**src/rtl/poolb_row_pair_feeder.sv**
```systemverilog
// poolb_row_pair_feeder
// Upstream feeder for the 3-lane 2x2 pooling datapath. The conv output
// arrives in raster order, one pixel per lane per valid cycle. Each even
// row is stored in a per-lane line buffer. While the following odd row
// streams in, the block emits vertically aligned row pairs
// (A = even-row pixel, B = odd-row pixel) one cycle after each odd-row
// pixel. It also reports plane and layer completion.
//
// Ports:
//   clk                  rising-edge clock
//   reset                synchronous reset, active low
//   start                one-cycle pulse, begins a layer (IFM_DEPTH/3 planes)
//   in_valid             data_in_unit1..3 carry a valid pixel
//   data_in_unit1..3     per-lane conv pixels
//   fifo_enable          A/B outputs carry a new row pair
//   pool_enable          the current pair closes a 2x2 window (odd column)
//   data_out_A_unit1..3  even-row pixel at the current column
//   data_out_B_unit1..3  odd-row pixel at the current column
//   plane_done           pulse one cycle after the last pair of a plane
//   layer_done           pulse one cycle after the last pair of the layer
//   busy                 high from the cycle after start until layer_done
module poolb_row_pair_feeder #(
  parameter int DATA_WIDTH  = 32,
  parameter int IFM_SIZE    = 10,
  parameter int IFM_DEPTH   = 30,
  parameter int KERNAL_SIZE = 2
) (
  input  logic                  clk,
  input  logic                  reset,
  input  logic                  start,
  input  logic                  in_valid,
  input  logic [DATA_WIDTH-1:0] data_in_unit1,
  input  logic [DATA_WIDTH-1:0] data_in_unit2,
  input  logic [DATA_WIDTH-1:0] data_in_unit3,
  output logic                  fifo_enable,
  output logic                  pool_enable,
  output logic [DATA_WIDTH-1:0] data_out_A_unit1,
  output logic [DATA_WIDTH-1:0] data_out_A_unit2,
  output logic [DATA_WIDTH-1:0] data_out_A_unit3,
  output logic [DATA_WIDTH-1:0] data_out_B_unit1,
  output logic [DATA_WIDTH-1:0] data_out_B_unit2,
  output logic [DATA_WIDTH-1:0] data_out_B_unit3,
  output logic                  plane_done,
  output logic                  layer_done,
  output logic                  busy
);

  localparam int LANES   = 3;
  localparam int PLANES  = IFM_DEPTH / LANES;
  localparam int COL_W   = (IFM_SIZE > 1) ? $clog2(IFM_SIZE) : 1;
  // A single-plane layer still needs a 1-bit plane counter.
  localparam int PLANE_W = (PLANES > 1) ? $clog2(PLANES) : 1;

  localparam logic [COL_W-1:0]   COL_LAST   = COL_W'(IFM_SIZE - 1);
  localparam logic [COL_W-1:0]   ROW_LAST   = COL_W'(IFM_SIZE - 2);
  localparam logic [COL_W-1:0]   ROW_STEP   = COL_W'(2);
  localparam logic [PLANE_W-1:0] PLANE_LAST = PLANE_W'(PLANES - 1);

  typedef enum logic [1:0] {IDLE, EVEN, ODD} state_t;

  state_t             state_reg, state_next;
  logic [COL_W-1:0]   col_reg, col_next;
  logic [COL_W-1:0]   row_reg, row_next;
  logic [PLANE_W-1:0] plane_reg, plane_next;
  // Set on the last pair of a plane; the done strobes follow one cycle later.
  logic               pend_reg, pend_next;
  logic               busy_reg, busy_next;
  logic               fifo_reg, fifo_next;
  logic               pool_reg, pool_next;
  logic               plane_done_reg, layer_done_reg;
  logic               lb_we;
  logic               plane_is_last;

  logic [LANES-1:0][DATA_WIDTH-1:0] din;
  logic [LANES-1:0][DATA_WIDTH-1:0] a_bus;
  logic [LANES-1:0][DATA_WIDTH-1:0] b_bus;

  assign din           = {data_in_unit3, data_in_unit2, data_in_unit1};
  assign plane_is_last = (plane_reg == PLANE_LAST);

  always_comb begin
    state_next = state_reg;
    col_next   = col_reg;
    row_next   = row_reg;
    pend_next  = 1'b0;
    fifo_next  = 1'b0;
    pool_next  = 1'b0;
    lb_we      = 1'b0;
    case (state_reg)
      IDLE: begin
        // busy is still high during the cycle between the final pair and
        // layer_done, so a start there is ignored.
        if (start && !busy_reg) begin
          state_next = EVEN;
          col_next   = '0;
          row_next   = '0;
        end
      end
      EVEN: begin
        if (in_valid) begin
          lb_we = 1'b1;
          if (col_reg == COL_LAST) begin
            col_next   = '0;
            state_next = ODD;
          end else begin
            col_next = col_reg + 1'b1;
          end
        end
      end
      ODD: begin
        if (in_valid) begin
          fifo_next = 1'b1;
          pool_next = ((int'(col_reg) % KERNAL_SIZE) == (KERNAL_SIZE - 1));
          if (col_reg == COL_LAST) begin
            col_next = '0;
            if (row_reg == ROW_LAST) begin
              row_next   = '0;
              pend_next  = 1'b1;
              state_next = plane_is_last ? IDLE : EVEN;
            end else begin
              row_next   = row_reg + ROW_STEP;
              state_next = EVEN;
            end
          end else begin
            col_next = col_reg + 1'b1;
          end
        end
      end
      default: state_next = IDLE;
    endcase
  end

  always_comb begin
    plane_next = plane_reg;
    busy_next  = busy_reg;
    if (pend_reg) begin
      plane_next = plane_is_last ? '0 : plane_reg + 1'b1;
      if (plane_is_last) begin
        busy_next = 1'b0;
      end
    end
    if (state_reg == IDLE && start && !busy_reg) begin
      busy_next = 1'b1;
    end
  end

  always_ff @(posedge clk) begin
    if (!reset) begin
      state_reg      <= IDLE;
      col_reg        <= '0;
      row_reg        <= '0;
      plane_reg      <= '0;
      pend_reg       <= 1'b0;
      busy_reg       <= 1'b0;
      fifo_reg       <= 1'b0;
      pool_reg       <= 1'b0;
      plane_done_reg <= 1'b0;
      layer_done_reg <= 1'b0;
    end else begin
      state_reg      <= state_next;
      col_reg        <= col_next;
      row_reg        <= row_next;
      plane_reg      <= plane_next;
      pend_reg       <= pend_next;
      busy_reg       <= busy_next;
      fifo_reg       <= fifo_next;
      pool_reg       <= pool_next;
      plane_done_reg <= pend_reg;
      layer_done_reg <= pend_reg && plane_is_last;
    end
  end

  genvar gi;
  generate
    for (gi = 0; gi < LANES; gi++) begin : g_lane
      logic [DATA_WIDTH-1:0] lb_mem [IFM_SIZE];
      logic [DATA_WIDTH-1:0] a_reg, b_reg;

      // Line buffer is written only in EVEN, read only in ODD, so the
      // read of a column always sees the even-row pixel.
      always_ff @(posedge clk) begin
        if (lb_we) begin
          lb_mem[col_reg] <= din[gi];
        end
      end

      // Output register doubles as the registered read of the line buffer.
      always_ff @(posedge clk) begin
        if (!reset) begin
          a_reg <= '0;
          b_reg <= '0;
        end else if (fifo_next) begin
          a_reg <= lb_mem[col_reg];
          b_reg <= din[gi];
        end
      end

      assign a_bus[gi] = a_reg;
      assign b_bus[gi] = b_reg;
    end
  endgenerate

  assign fifo_enable      = fifo_reg;
  assign pool_enable      = pool_reg;
  assign plane_done       = plane_done_reg;
  assign layer_done       = layer_done_reg;
  assign busy             = busy_reg;
  assign data_out_A_unit1 = a_bus[0];
  assign data_out_A_unit2 = a_bus[1];
  assign data_out_A_unit3 = a_bus[2];
  assign data_out_B_unit1 = b_bus[0];
  assign data_out_B_unit2 = b_bus[1];
  assign data_out_B_unit3 = b_bus[2];

endmodule

```
**config.mk**
```make
export PLATFORM = sky130hd
export DESIGN_NAME = poolb_row_pair_feeder
export DESIGN_NICKNAME = d
export VERILOG_FILES = /design/src/rtl/poolb_row_pair_feeder.sv
export SDC_FILE = /design/constraint.sdc
export NUM_CORES = 1
export LEC_CHECK = 0
export CAP_MARGIN = 20
export CORE_MARGIN = 4
export CORE_UTILIZATION = 55
export CTS_BUF_LIST = sky130_fd_sc_hd__clkbuf_8
export CTS_CLUSTER_DIAMETER = 50
export DETAILED_ROUTE_END_ITERATION = 8
export PLACE_DENSITY_LB_ADDON = 0.1
export REMOVE_ABC_BUFFERS = 1
export SLEW_MARGIN = 30
export SYNTH_ARGS = -nofsm -noshare
export SYNTH_HDL_FRONTEND = slang
export SYNTH_SLANG_ARGS = --single-unit
```
**constraint.sdc**
```tcl
create_clock -name clk -period 23.2 [get_ports clk]
set_clock_uncertainty 0.15 [all_clocks]
set_input_delay 4.64 -clock clk [delete_from_list [all_inputs] [get_ports clk]]
set_output_delay 4.64 -clock clk [all_outputs]
set_load 0.01 [all_outputs]
```
==> impl_metrics.py <==
metrics = {
    "sta": {
        "slew_viol_final": 0,
        "fmax_mhz": 132,
        "worst_pin_slew_ns": 0.982,
        "finalSetupTns_ns": 0,
        "finalSetupViolCount": 0,
        "hold_viol": 0,
        "rsz0062_at_grt": "no",
        "layout_min_cycle_time_ns": 7.57,
        "slew-limit-headroom_pct": 34.5,
        "fin_crit_sh_pct": 32.6,
    },
    "die": {
        "initial_utilization_pct": 55.4,
        "ioPinCount": 297,
        "die_area_um2": 84100,
        "die_h_um": 290,
        "fp.coreArea_um2": 78900,
        "rows": 103,
        "die_w_um": 290,
    },
    "critical_path": {
        "crit_top_cell": "buf_4",
        "cp.buffers_inverters": 3,
        "end_kind": "flip-flop",
        "r2r_cells": 5,
        "cp.arrival_ns": 7.82,
        "path_class": "input pin to flip-flop",
        "slowest_delay_ns": 0.76,
        "r2r_slack_ns": 18.10,
        "cp_top_family": "buffers and inverters",
        "reg2reg_from": "col_reg[3]",
        "worstPathRequired_ns": 23.46,
        "slowest_stage": "buf_4",
        "start_kind": "input pin",
        "path_max_fanout": 45,
        "regToRegEndpoint": "g_lane[2].lb_mem[9][19]",
        "crit_chain": "clkdlybuf4s50_1 > nand3_1 > nor2_4 > buf_4 > buf_4",
    },
    "detailed_routing": {
        "dr.pass1.iters": 5,
        "drt-initial-drc-count": 1943,
        "drc": 0,
        "viasPerCell": 5.82,
        "via_count": 24600,
        "detail_route.wl_per_cell_um": 24.0,
        "drt-total-wl_um": 101000,
        "ant_nets": 0,
    },
    "synthesis": {
        "synth_top_family_by_area": "multiplexers",
        "synth_xor_area_share_pct": 0.0601,
        "synth_edf_count": 960,
        "synth.area.mux_share_pct": 11.9,
        "synth_compound_area_share_pct": 6.36,
        "async_flop_share_pct": 0,
        "yosys.area_share.simple_pct": 3.98,
        "syn_area_um2": 43700,
        "yosys.area_share.adder_pct": 0.172,
        "yosys_warnings": 0,
        "synthCells": 2661,
        "syn_avg_cell_area_um2": 16.4,
        "yosysSeqAreaShare_pct": 75.6,
        "ys_types": 49,
        "synthFlopType": "edfxtp_1",
        "ys_seq_elements": 1171,
    },
    "clocking": {
        "clock_latency_ns": 0.82,
        "cts_hold_buffers": 0,
        "clockBufferDepth": 3,
        "cts_tree": "done",
        "cts_post_setup_buffers_inserted": 0,
        "htreeDepth": 4,
        "cts_buffers": 182,
        "cts-resized-gates": 0,
        "cts_root_buffer": "clkbuf_8",
        "path_clk_slew_ns": 0.05,
        "cts.sinks": 1171,
    },
    "global_routing": {
        "grtUsageTotal_pct": 24.0,
        "grt_max_degree": 217,
        "grt_pass1_wl_um": 155000,
        "grt_pass1_vias": 25700,
        "antenna_found_initial": 2,
        "grt-ovfl-total": 0,
    },
    "final_layout": {
        "largest-register": "g_lane.lb_mem",
        "drive_above_1_share_pct": 15.4,
        "instances_no_fill": 4226,
        "area_growth_syn_to_layout_pct": 16.9,
        "num-nets-final": 3125,
        "largest_reg_flops": 960,
    },
    "power_and_ir_drop": {
        "leakagePower_nw": 15.9,
        "ir_drop_mv": 0.0560,
        "finalPower_mw": 4.34,
        "power_density_nw_per_um2": 85.0,
    },
    "min_path": {
        "hp-start": "data_out_B_unit1[23]",
        "min_path_cells": 2,
        "holdPathEnd": "data_out_B_unit1[23]",
        "hold_class": "flip-flop to flip-flop",
    },
    "run": {
        "maxCapViolCount": 0,
    },
    "placed_design": {
        "dp_hpwl_um": 53900,
        "portBuffers": 296,
        "gp_congestion": 0.747,
        "dp.cells": 3882,
    },
    "run_status": {
        "status": "complete, no violations",
    },
}
## through the flow
step | area (µm²) | hold WS [ns] | setup slack [ns] | utilization, %
after global placement | 47600 | 0.290 | 14.89 | 60.4
after global routing | 51100 | 0.315 | 15.56 | 64.8
after CTS | 51000 | 0.303 | 15.69 | 64.7
after detailed placement | 47700 | 0.296 | 14.84 | 60.4
final | 51100 | 0.299 | 15.63 | 64.8
after floorplan | 42900 | 0.317 | 0.00900 | -
## how the worst max path moves through the flow
stage	startpoint	to	slack, ns	cells after the start
finish	in_valid	g_lane[0].lb_mem[1][23]	15.63	5
global placement	in_valid	g_lane[1].lb_mem[1][10]	14.89	5
global route	in_valid	g_lane[0].lb_mem[1][23]	15.56	5
detailed placement	in_valid	g_lane[1].lb_mem[1][10]	14.84	5
floorplan	col_reg[1]	g_lane[0].lb_mem[0][0]	0.009	1
CTS	in_valid	g_lane[0].lb_mem[1][23]	15.69	5
## cell usage in the layout (no fill, tap or decap), drive strengths merged, types with 6 or more instances in the layout
cell type / n
a21oi: 197
dfxtp: 211
mux2i: 174
ha: 6
clkdlybuf4s50: 295
edfxtp: 960
o21ai: 186
nor2: 101
clkinv: 37
nand2: 301
nor3: 6
a211oi: 86
a221oi: 10
inv: 107
clkbuf: 199
buf: 44
mux2: 97
mux4: 106
## cell type report
type                    count  area [µm²]
multi-input cells        1318        9940
repair buffers            339        3420
clock buffers             199        2740
fillers                  5666       27800
inverters                   7        28.8
flip-flops and latches   1171       33100
clock inverters           140         618
diodes                      2        5.00
well taps                1050        1310
## worst register-to-register path, delay by kind of cell, from the launching register on
family | cells | cell delay [ns]
and+or+nand+nor | 2 | 1.34
buffers and inverters | 3 | 2.27
DFF | 1 | 0.92
## cells by family (layout without fill, tap and decap cells)
family                     Yosys count  count (layout)
other                                0               2
xor gates and xnor gates             3               3
DFF                               1171            1171
muxes                              377             377
AOI/OAI and AO/OA                  495             495
adders and majority gates            6               6
and+or+nand+nor                    437             437
buffers and inverters              172             685
## synthesized netlist by cell type, drive strengths merged, types with 2 or more instances
library cell	n	area [µm²]
a311oi	2	17.5
and3	4	25.0
a211oi	86	646
edfxtp	960	28800
ha	6	75.1
a32o	2	20.0
nand2	301	1130
a21oi	197	986
inv	6	22.5
o21ai	186	931
xnor2	2	17.5
a221oi	10	87.6
buf	84	504
nor2b	4	25.0
mux2	97	1090
nor3b	2	15.0
and2	4	25.0
o21a	2	15.0
dfxtp	211	4220
nand2b	4	25.0
mux4	106	2390
nor3	6	30.0
nor2	101	379
nand3	4	20.0
mux2i	174	1740
clkbuf	81	304
a21boi	2	15.0
## layer usage
metal  vias up  wire length, µm  track usage (%)
met5         -                0                0
met4         0             1580             6.03
met3       133             7300             4.96
met2       911            49700             39.7
met1     12600            42600             33.0
li1      11000                -                -
## power breakdown
part	internal (mW)	switching [mW]	leakage [nW]
sequential	2.34	0.0350	10.3
clock	0.791	0.770	2.06
combinational	0.173	0.239	3.54
Power figures use the tool's default switching activity.
